File: src/rtl/tlb_array_ctrl.sv
// TLB entry storage plus TLBSRCH/TLBRD/TLBWR/TLBFILL/INVTLB sequencer.
// Optional define TLB_FILL_LFSR_EN selects an LFSR FILL index instead of round-robin.
package tlb_array_ctrl_pkg;
  typedef struct packed {
    logic [18:0] vppn;
    logic [5:0]  ps;
    logic        g;
    logic [9:0]  asid;
    logic        e;
    logic [19:0] ppn0;
    logic [1:0]  plv0;
    logic [1:0]  mat0;
    logic        d0;
    logic        v0;
    logic [19:0] ppn1;
    logic [1:0]  plv1;
    logic [1:0]  mat1;
    logic        d1;
    logic        v1;
  } tlb_entry_t;

  localparam logic [2:0] OP_SRCH = 3'd0;
  localparam logic [2:0] OP_RD   = 3'd1;
  localparam logic [2:0] OP_WR   = 3'd2;
  localparam logic [2:0] OP_FILL = 3'd3;
  localparam logic [2:0] OP_INV  = 3'd4;
endpackage

// Per-entry compare: search hit and INVTLB clear decision for one slot.
module tlb_entry_cmp (
  input  logic [18:0] i_e_vppn,
  input  logic [5:0]  i_e_ps,
  input  logic        i_e_g,
  input  logic [9:0]  i_e_asid,
  input  logic        i_e_e,
  input  logic [9:0]  i_asid,
  input  logic [18:0] i_vppn,
  input  logic [4:0]  i_inv_op,
  output logic        o_srch_hit,
  output logic        o_inv_clr
);
  logic w_asid_eq;
  logic w_va_eq;

  assign w_asid_eq  = (i_e_asid == i_asid);
  // 2MB pages (ps=21) ignore the low 9 VPPN bits
  assign w_va_eq    = (i_e_ps == 6'd21) ? (i_e_vppn[18:9] == i_vppn[18:9])
                                        : (i_e_vppn == i_vppn);
  assign o_srch_hit = i_e_e && (i_e_g || w_asid_eq) && w_va_eq;

  always_comb begin
    o_inv_clr = 1'b0;
    case (i_inv_op)
      5'd0, 5'd1: o_inv_clr = 1'b1;
      5'd2:       o_inv_clr = i_e_g;
      5'd3:       o_inv_clr = !i_e_g;
      5'd4:       o_inv_clr = !i_e_g && w_asid_eq;
      5'd5:       o_inv_clr = !i_e_g && w_asid_eq && w_va_eq;
      5'd6:       o_inv_clr = (i_e_g || w_asid_eq) && w_va_eq;
      default:    o_inv_clr = 1'b0;
    endcase
  end
endmodule

module tlb_array_ctrl
  import tlb_array_ctrl_pkg::*;
#(
  parameter int TLB_ENTRY_NUM = 16,
  parameter int IDX_W         = $clog2(TLB_ENTRY_NUM)
) (
  input  logic                                clk,
  input  logic                                rst_n,
  input  logic                                req_valid,
  output logic                                req_ready,
  input  logic [2:0]                          req_op,
  input  logic [IDX_W-1:0]                    req_idx,
  input  tlb_entry_t                          req_entry,
  input  logic [9:0]                          req_asid,
  input  logic [18:0]                         req_vppn,
  input  logic [4:0]                          req_inv_op,
  output logic                                resp_valid,
  output logic                                resp_hit,
  output logic [IDX_W-1:0]                    resp_idx,
  output tlb_entry_t                          resp_entry,
  output logic                                resp_inv_err,
  output tlb_entry_t [TLB_ENTRY_NUM-1:0]      entrys
);
  typedef enum logic [1:0] {S_IDLE, S_SRCH, S_INV, S_RESP} state_t;

  state_t                           r_state, w_state_nxt;
  tlb_entry_t [TLB_ENTRY_NUM-1:0]   r_entrys;
  logic [9:0]                       r_asid;
  logic [18:0]                      r_vppn;
  logic [4:0]                       r_inv_op;
  logic [IDX_W-1:0]                 r_cnt;
  logic                             r_resp_hit;
  logic [IDX_W-1:0]                 r_resp_idx;
  tlb_entry_t                       r_resp_entry;
  logic                             r_resp_inv_err;

  logic [TLB_ENTRY_NUM-1:0]         w_srch_hit;
  logic [TLB_ENTRY_NUM-1:0]         w_inv_clr;
  logic                             w_accept;
  logic                             w_inv_illegal;
  logic                             w_last;
  logic                             w_hit;
  logic [IDX_W-1:0]                 w_hit_idx;
  logic [IDX_W-1:0]                 w_fill_idx;

  assign w_accept      = req_valid && (r_state == S_IDLE);
  assign w_inv_illegal = (req_inv_op > 5'd6);
  assign w_last        = (r_cnt == IDX_W'(TLB_ENTRY_NUM - 1));

  genvar g;
  generate
    for (g = 0; g < TLB_ENTRY_NUM; g++) begin : g_cmp
      tlb_entry_cmp u_cmp (
        .i_e_vppn   (r_entrys[g].vppn),
        .i_e_ps     (r_entrys[g].ps),
        .i_e_g      (r_entrys[g].g),
        .i_e_asid   (r_entrys[g].asid),
        .i_e_e      (r_entrys[g].e),
        .i_asid     (r_asid),
        .i_vppn     (r_vppn),
        .i_inv_op   (r_inv_op),
        .o_srch_hit (w_srch_hit[g]),
        .o_inv_clr  (w_inv_clr[g])
      );
    end
  endgenerate

  // Descending scan so the lowest matching index is the one left standing
  always_comb begin
    w_hit     = |w_srch_hit;
    w_hit_idx = '0;
    for (int i = TLB_ENTRY_NUM - 1; i >= 0; i--) begin
      if (w_srch_hit[i]) w_hit_idx = IDX_W'(i);
    end
  end

`ifdef TLB_FILL_LFSR_EN
  logic [15:0] r_lfsr;
  assign w_fill_idx = r_lfsr[IDX_W-1:0];
  always_ff @(posedge clk or negedge rst_n) begin
    if (!rst_n)
      r_lfsr <= 16'hACE1;
    else if (w_accept && req_op == OP_FILL)
      r_lfsr <= {r_lfsr[14:0], r_lfsr[15] ^ r_lfsr[13] ^ r_lfsr[12] ^ r_lfsr[10]};
  end
`else
  logic [IDX_W-1:0] r_fill_ptr;
  assign w_fill_idx = r_fill_ptr;
  always_ff @(posedge clk or negedge rst_n) begin
    if (!rst_n)
      r_fill_ptr <= '0;
    else if (w_accept && req_op == OP_FILL)
      r_fill_ptr <= r_fill_ptr + 1'b1;
  end
`endif

  always_comb begin
    w_state_nxt = r_state;
    case (r_state)
      S_IDLE: begin
        if (w_accept) begin
          if (req_op == OP_SRCH)                       w_state_nxt = S_SRCH;
          else if (req_op == OP_INV && !w_inv_illegal) w_state_nxt = S_INV;
          else                                         w_state_nxt = S_RESP;
        end
      end
      S_SRCH:  w_state_nxt = S_RESP;
      S_INV:   if (w_last) w_state_nxt = S_RESP;
      S_RESP:  w_state_nxt = S_IDLE;
      default: w_state_nxt = S_IDLE;
    endcase
  end

  always_ff @(posedge clk or negedge rst_n) begin
    if (!rst_n) r_state <= S_IDLE;
    else        r_state <= w_state_nxt;
  end

  always_ff @(posedge clk or negedge rst_n) begin
    if (!rst_n) begin
      r_asid   <= '0;
      r_vppn   <= '0;
      r_inv_op <= '0;
      r_cnt    <= '0;
    end else if (w_accept) begin
      r_asid   <= req_asid;
      r_vppn   <= req_vppn;
      r_inv_op <= req_inv_op;
      r_cnt    <= '0;
    end else if (r_state == S_INV) begin
      r_cnt    <= r_cnt + 1'b1;
    end
  end

  // Accept (IDLE) and walk (INV) are mutually exclusive writers
  always_ff @(posedge clk or negedge rst_n) begin
    if (!rst_n) begin
      r_entrys <= '0;
    end else begin
      if (w_accept && req_op == OP_WR)   r_entrys[req_idx]    <= req_entry;
      if (w_accept && req_op == OP_FILL) r_entrys[w_fill_idx] <= req_entry;
      if (r_state == S_INV && w_inv_clr[r_cnt]) r_entrys[r_cnt].e <= 1'b0;
    end
  end

  // Response fields update only on the edge that enters RESP
  always_ff @(posedge clk or negedge rst_n) begin
    if (!rst_n) begin
      r_resp_hit     <= 1'b0;
      r_resp_idx     <= '0;
      r_resp_entry   <= '0;
      r_resp_inv_err <= 1'b0;
    end else if (w_accept) begin
      case (req_op)
        OP_SRCH: ;
        OP_RD: begin
          r_resp_entry   <= r_entrys[req_idx].e ? r_entrys[req_idx] : '0;
          r_resp_inv_err <= 1'b0;
        end
        OP_INV:  if (w_inv_illegal) r_resp_inv_err <= 1'b1;
        default: r_resp_inv_err <= 1'b0;
      endcase
    end else if (r_state == S_SRCH) begin
      r_resp_hit     <= w_hit;
      r_resp_idx     <= w_hit_idx;
      r_resp_inv_err <= 1'b0;
    end else if (r_state == S_INV && w_last) begin
      r_resp_inv_err <= 1'b0;
    end
  end

  assign req_ready    = (r_state == S_IDLE);
  assign resp_valid   = (r_state == S_RESP);
  assign resp_hit     = r_resp_hit;
  assign resp_idx     = r_resp_idx;
  assign resp_entry   = r_resp_entry;
  assign resp_inv_err = r_resp_inv_err;
  assign entrys       = r_entrys;
endmodule

File: config.mk
export PLATFORM = sky130hd
export DESIGN_NAME = tlb_array_ctrl
export DESIGN_NICKNAME = d
export VERILOG_FILES = /design/src/rtl/tlb_array_ctrl.sv
export SDC_FILE = /design/constraint.sdc
export NUM_CORES = 2
export LEC_CHECK = 0
export CORE_AREA = 2 2 649 651
export CTS_CLUSTER_DIAMETER = 80
export DETAILED_ROUTE_END_ITERATION = 10
export DIE_AREA = 0 0 651 653
export SLEW_MARGIN = 10
export SYNTH_ARGS = -nofsm -noshare
export SYNTH_HDL_FRONTEND = slang
export SYNTH_HIERARCHICAL = 1
export SYNTH_SLANG_ARGS = --single-unit
File: constraint.sdc
create_clock -name clk -period 2.6 [get_ports clk]
set_input_delay 0.65 -clock clk [delete_from_list [all_inputs] [get_ports clk]]
set_output_delay 0.65 -clock clk [all_outputs]
set_load 0.01 [all_outputs]
==> impl_metrics.csv <==
group,metric,value,unit
timing,rsz0062_at_grt,"yes",
cts,root_buffer,"clkbuf_16",
detailed_routing,antenna_left,0,
cts,clockBufferDepth,4,
setup_path,worstSetupPathType,"flop to flop",
status,status,"finished, violations left",
setup_path,reg2reg_from,"r_vppn[14]$_DFFE_PN0P_",
cts,cts_num_sinks,1563,
pwr,power_density,816,mW/mm²
cells_and_area,fillers,42600,
synth,synth-edff-count,0,
global_route,grt_overflow_total,0,
floorplan,die_w,651,µm
timing,hold_violations,0,
global_route,antenna_found_initial,82,
cells_and_area,nets,8121,
global_route,grt_pass1_vias,64900,
detailed_routing,vias,63500,
synth,synth_commonest_cells,"dfrtp_1, mux2_2, xor2_1, mux4_2, clkbuf_1",
cts,htree_levels,4,
timing,max_freq,0.321,GHz
pwr,swShare,36.7,%
synth,ys_ff_latch,1563,
cts,clk_pin_slew,60,ps
setup_path,worst_ep_required_time,3360,ps
pwr,combPwrFrac,37.1,%
place,dp_hpwl,396000,µm
setup_path,critPathMaxFanout,12,
pwr,clkPwrFrac,29.7,%
floorplan,rows,238,
setup_path,crit_arrival,3870,ps
cells_and_area,multi_input_area,0.0374,mm²
timing,skew,102,ps
synth,yosysWarnings,6,
pwr,internal_power,62.2,mW
pwr,p_seq_share,33.3,%
synth,synth_top_cell_by_area,"dfrtp_1",
setup_path,endpoint_kind,"flop",
synth,ys_seq_area_share,51.6,%
timing,period_needed,3120,ps
timing,tightest_slew,1150,ps
detailed_routing,drc,0,
synth,syn_area_per_cell,14.8,µm²
floorplan,die-area,0.425,mm²
global_route,track_usage,22.5,%
detailed_routing,viasPerCell,4.64,
cells_and_area,drive_above_1_share,49.0,%
synth,ys_types,57,
timing,finalSetupViolCount,110,
floorplan,core,0.418,mm²
pwr,p_leak,60.3,nW
timing,fin_crit_sh,120,%
cells_and_area,syn2layout_area_growth,59.1,%
timing,timing.slew.headroom,22.5,%
cts,cts_tree,"done",
setup_path,timing.rr.end,"entrys[1031]$_DFF_PN0_",
detailed_routing,wl,507000,µm
timing,fin_ws,-518,ps
floorplan,io_pins,1654,
floorplan,start_util,18.1,%
detailed_routing,drtIter0Drc,5900,
cts,clock_latency,940,ps
synth,synth_flop_cell,"dfrtp_1",
synth,yosysTopAreaCellShare,51.6,%
status,violations,"setup timing",
pwr,ir_drop,563,µV
synth,syn_inst,5115,
timing,maxSlewViolCount,0,
synth,netlist_top_cells_area,"dfrtp_1, mux2_2, mux4_2",
synth,yosysMostFrequentCell,"dfrtp_1",
cells_and_area,final_util,28.8,%
synth,synthArstFlopShare,100,%
setup_path,crit_end,"entrys[1031]$_DFF_PN0_",
place,dpl_worst_slack,-1400,ps
floorplan,die_h,653,µm
place,place.gp.congestion,0.933,
setup_path,setup.worst_path.start,"r_vppn[14]$_DFFE_PN0P_",
synth,syn-cell-area,0.0758,mm²
place,port_buffers,1653,
setup_path,r2r_slack,-520,ps
setup_path,start_kind,"flop",
global_route,grt_pass1_wl,647000,µm
pwr,p_switching,36.1,mW
setup_path,ff2ff_path_depth,12,
worst_hold_path,hold_class,"input port to asynchronous set/reset pin",
cells_and_area,seq_area,0.0392,mm²
detailed_routing,dr.pass1.iters,6,
global_route,grt_max_degree,96,
detailed_routing,routedWlPerCell,37.0,µm
cts,cts_buffers,200,
synth,synth_fp_nets,5260,
job,maxCapViolCount,0,
flip-flops by register name, summed over array words and instances, names as in the netlist:
register,flops
r_inv_op,5
r_state,2
resp_idx,4
resp_inv_err,1
resp_hit,1
r_fill_ptr,4
r_asid,10
r_cnt,4
resp_entry,89
r_vppn,19
entrys,1424
cell families (layout without fill, tap and decap cells):
| logic type | after synthesis | in the layout | synth area share [%] |
|---|---|---|---|
| buffers and inverters | 413 | 3432 | 2.36 |
| adders and majority gates | 12 | 12 | 0.198 |
| DFF | 1563 | 1563 | 51.6 |
| xor gates and xnor gates | 486 | 486 | 5.62 |
| other | 0 | 24 | 0 |
| AOI/OAI and AO/OA | 510 | 510 | 5.21 |
| and+or+nand+nor | 312 | 312 | 2.65 |
| muxes | 1819 | 1819 | 32.3 |
worst min-delay path by stage:
stage | startpoint | endpoint | slack, ps | depth (start not counted)
6_report | rst_n | entrys[740]$_DFF_PN0_ | 290 | 2
2_1_floorplan | rst_n | entrys[0]$_DFF_PN0_ | 350 | 0
4_1_cts | rst_n | entrys[1001]$_DFF_PN0_ | 200 | 2
3_3_place_gp | resp_entry[14]$_DFFE_PN0P_ | resp_entry[14]$_DFFE_PN0P_ | 460 | 1
3_5_place_dp | resp_entry[17]$_DFFE_PN0P_ | resp_entry[17]$_DFFE_PN0P_ | 470 | 1
5_1_grt | rst_n | entrys[1001]$_DFF_PN0_ | 260 | 2
area by class of cell:
class	count	share of cell area [%]
Antenna cell	24	0.0498
Timing Repair Buffer	3058	25.0
Tap cell	5520	5.73
Multi-Input combinational cell	3139	31.0
Clock inverter	79	0.853
Inverter	14	0.0436
Clock buffer	281	4.79
Sequential cell	1563	32.5
placed cells by master (no fill, tap or decap), drive strengths merged, types with 84 or more instances in the layout:
cell	instances
a211oi	89
clkdlybuf4s15	120
buf	1444
dfrtp	1563
dlygate4sd2	1096
a21o	88
clkdlybuf4s50	340
a22oi	177
clkbuf	329
mux2	1442
mux4	360
xor2	402
xnor2	84
routing by layer:
layer | up-vias | GRT usage [%] | wire length [µm]
li1 | 25100 | - | -
met1 | 34300 | 27.1 | 196000
met2 | 3358 | 35.6 | 229000
met3 | 772 | 7.87 | 51000
met4 | 32 | 10.8 | 30800
met5 | - | 0 | 237
stage by stage:
stage | TNS [ps] | power [mW] | cells | area, µm² | hold slack, ps
after floorplan | 0 | 45.5 | 5115 | 75900 | 354
after global placement | -1749010 | 68.1 | 13100 | 109000 | 463
after detailed placement | -1754340 | 68.6 | 13100 | 109000 | 466
after CTS | -11410 | 97.6 | 13600 | 118000 | 205
after global routing | -35830 | 102 | 13700 | 121000 | 263
final | -10270 | 98.4 | 13700 | 121000 | 294
power by group through the flow:
stage	Clock (mW)	Sequential [mW]	Combinational, mW
2_1_floorplan	0	34.6	10.9
3_3_place_gp	0	32.8	35.4
3_5_place_dp	0	32.9	35.7
4_1_cts	29.7	32.5	35.4
5_1_grt	30.6	33.0	38.2
6_report	29.2	32.7	36.5
worst max-delay path, stage by stage, from the launching register on:
cell	delay (ps)
dfrtp_1	390
buf_12	160
buf_4	170
xor2_1	170
nor4_2	340
nand4_1	300
buf_6	240
o21ai_2	160
a22o_1	160
a41o_1	200
mux4_2	300
and3b_2	240
a31oi_1	90
repair_timing:
action | CTS | global route
gates resized for setup | 1791 | 442
setup endpoints to repair | 2600 | 703
pin swaps | 65 | 70
buffers inserted | 98 | 46
hold buffers | 1 | 0
gates cloned | 16 | 38
endpoints found under the hold margin | 26 | 0
(Power assumes the default switching activity.)
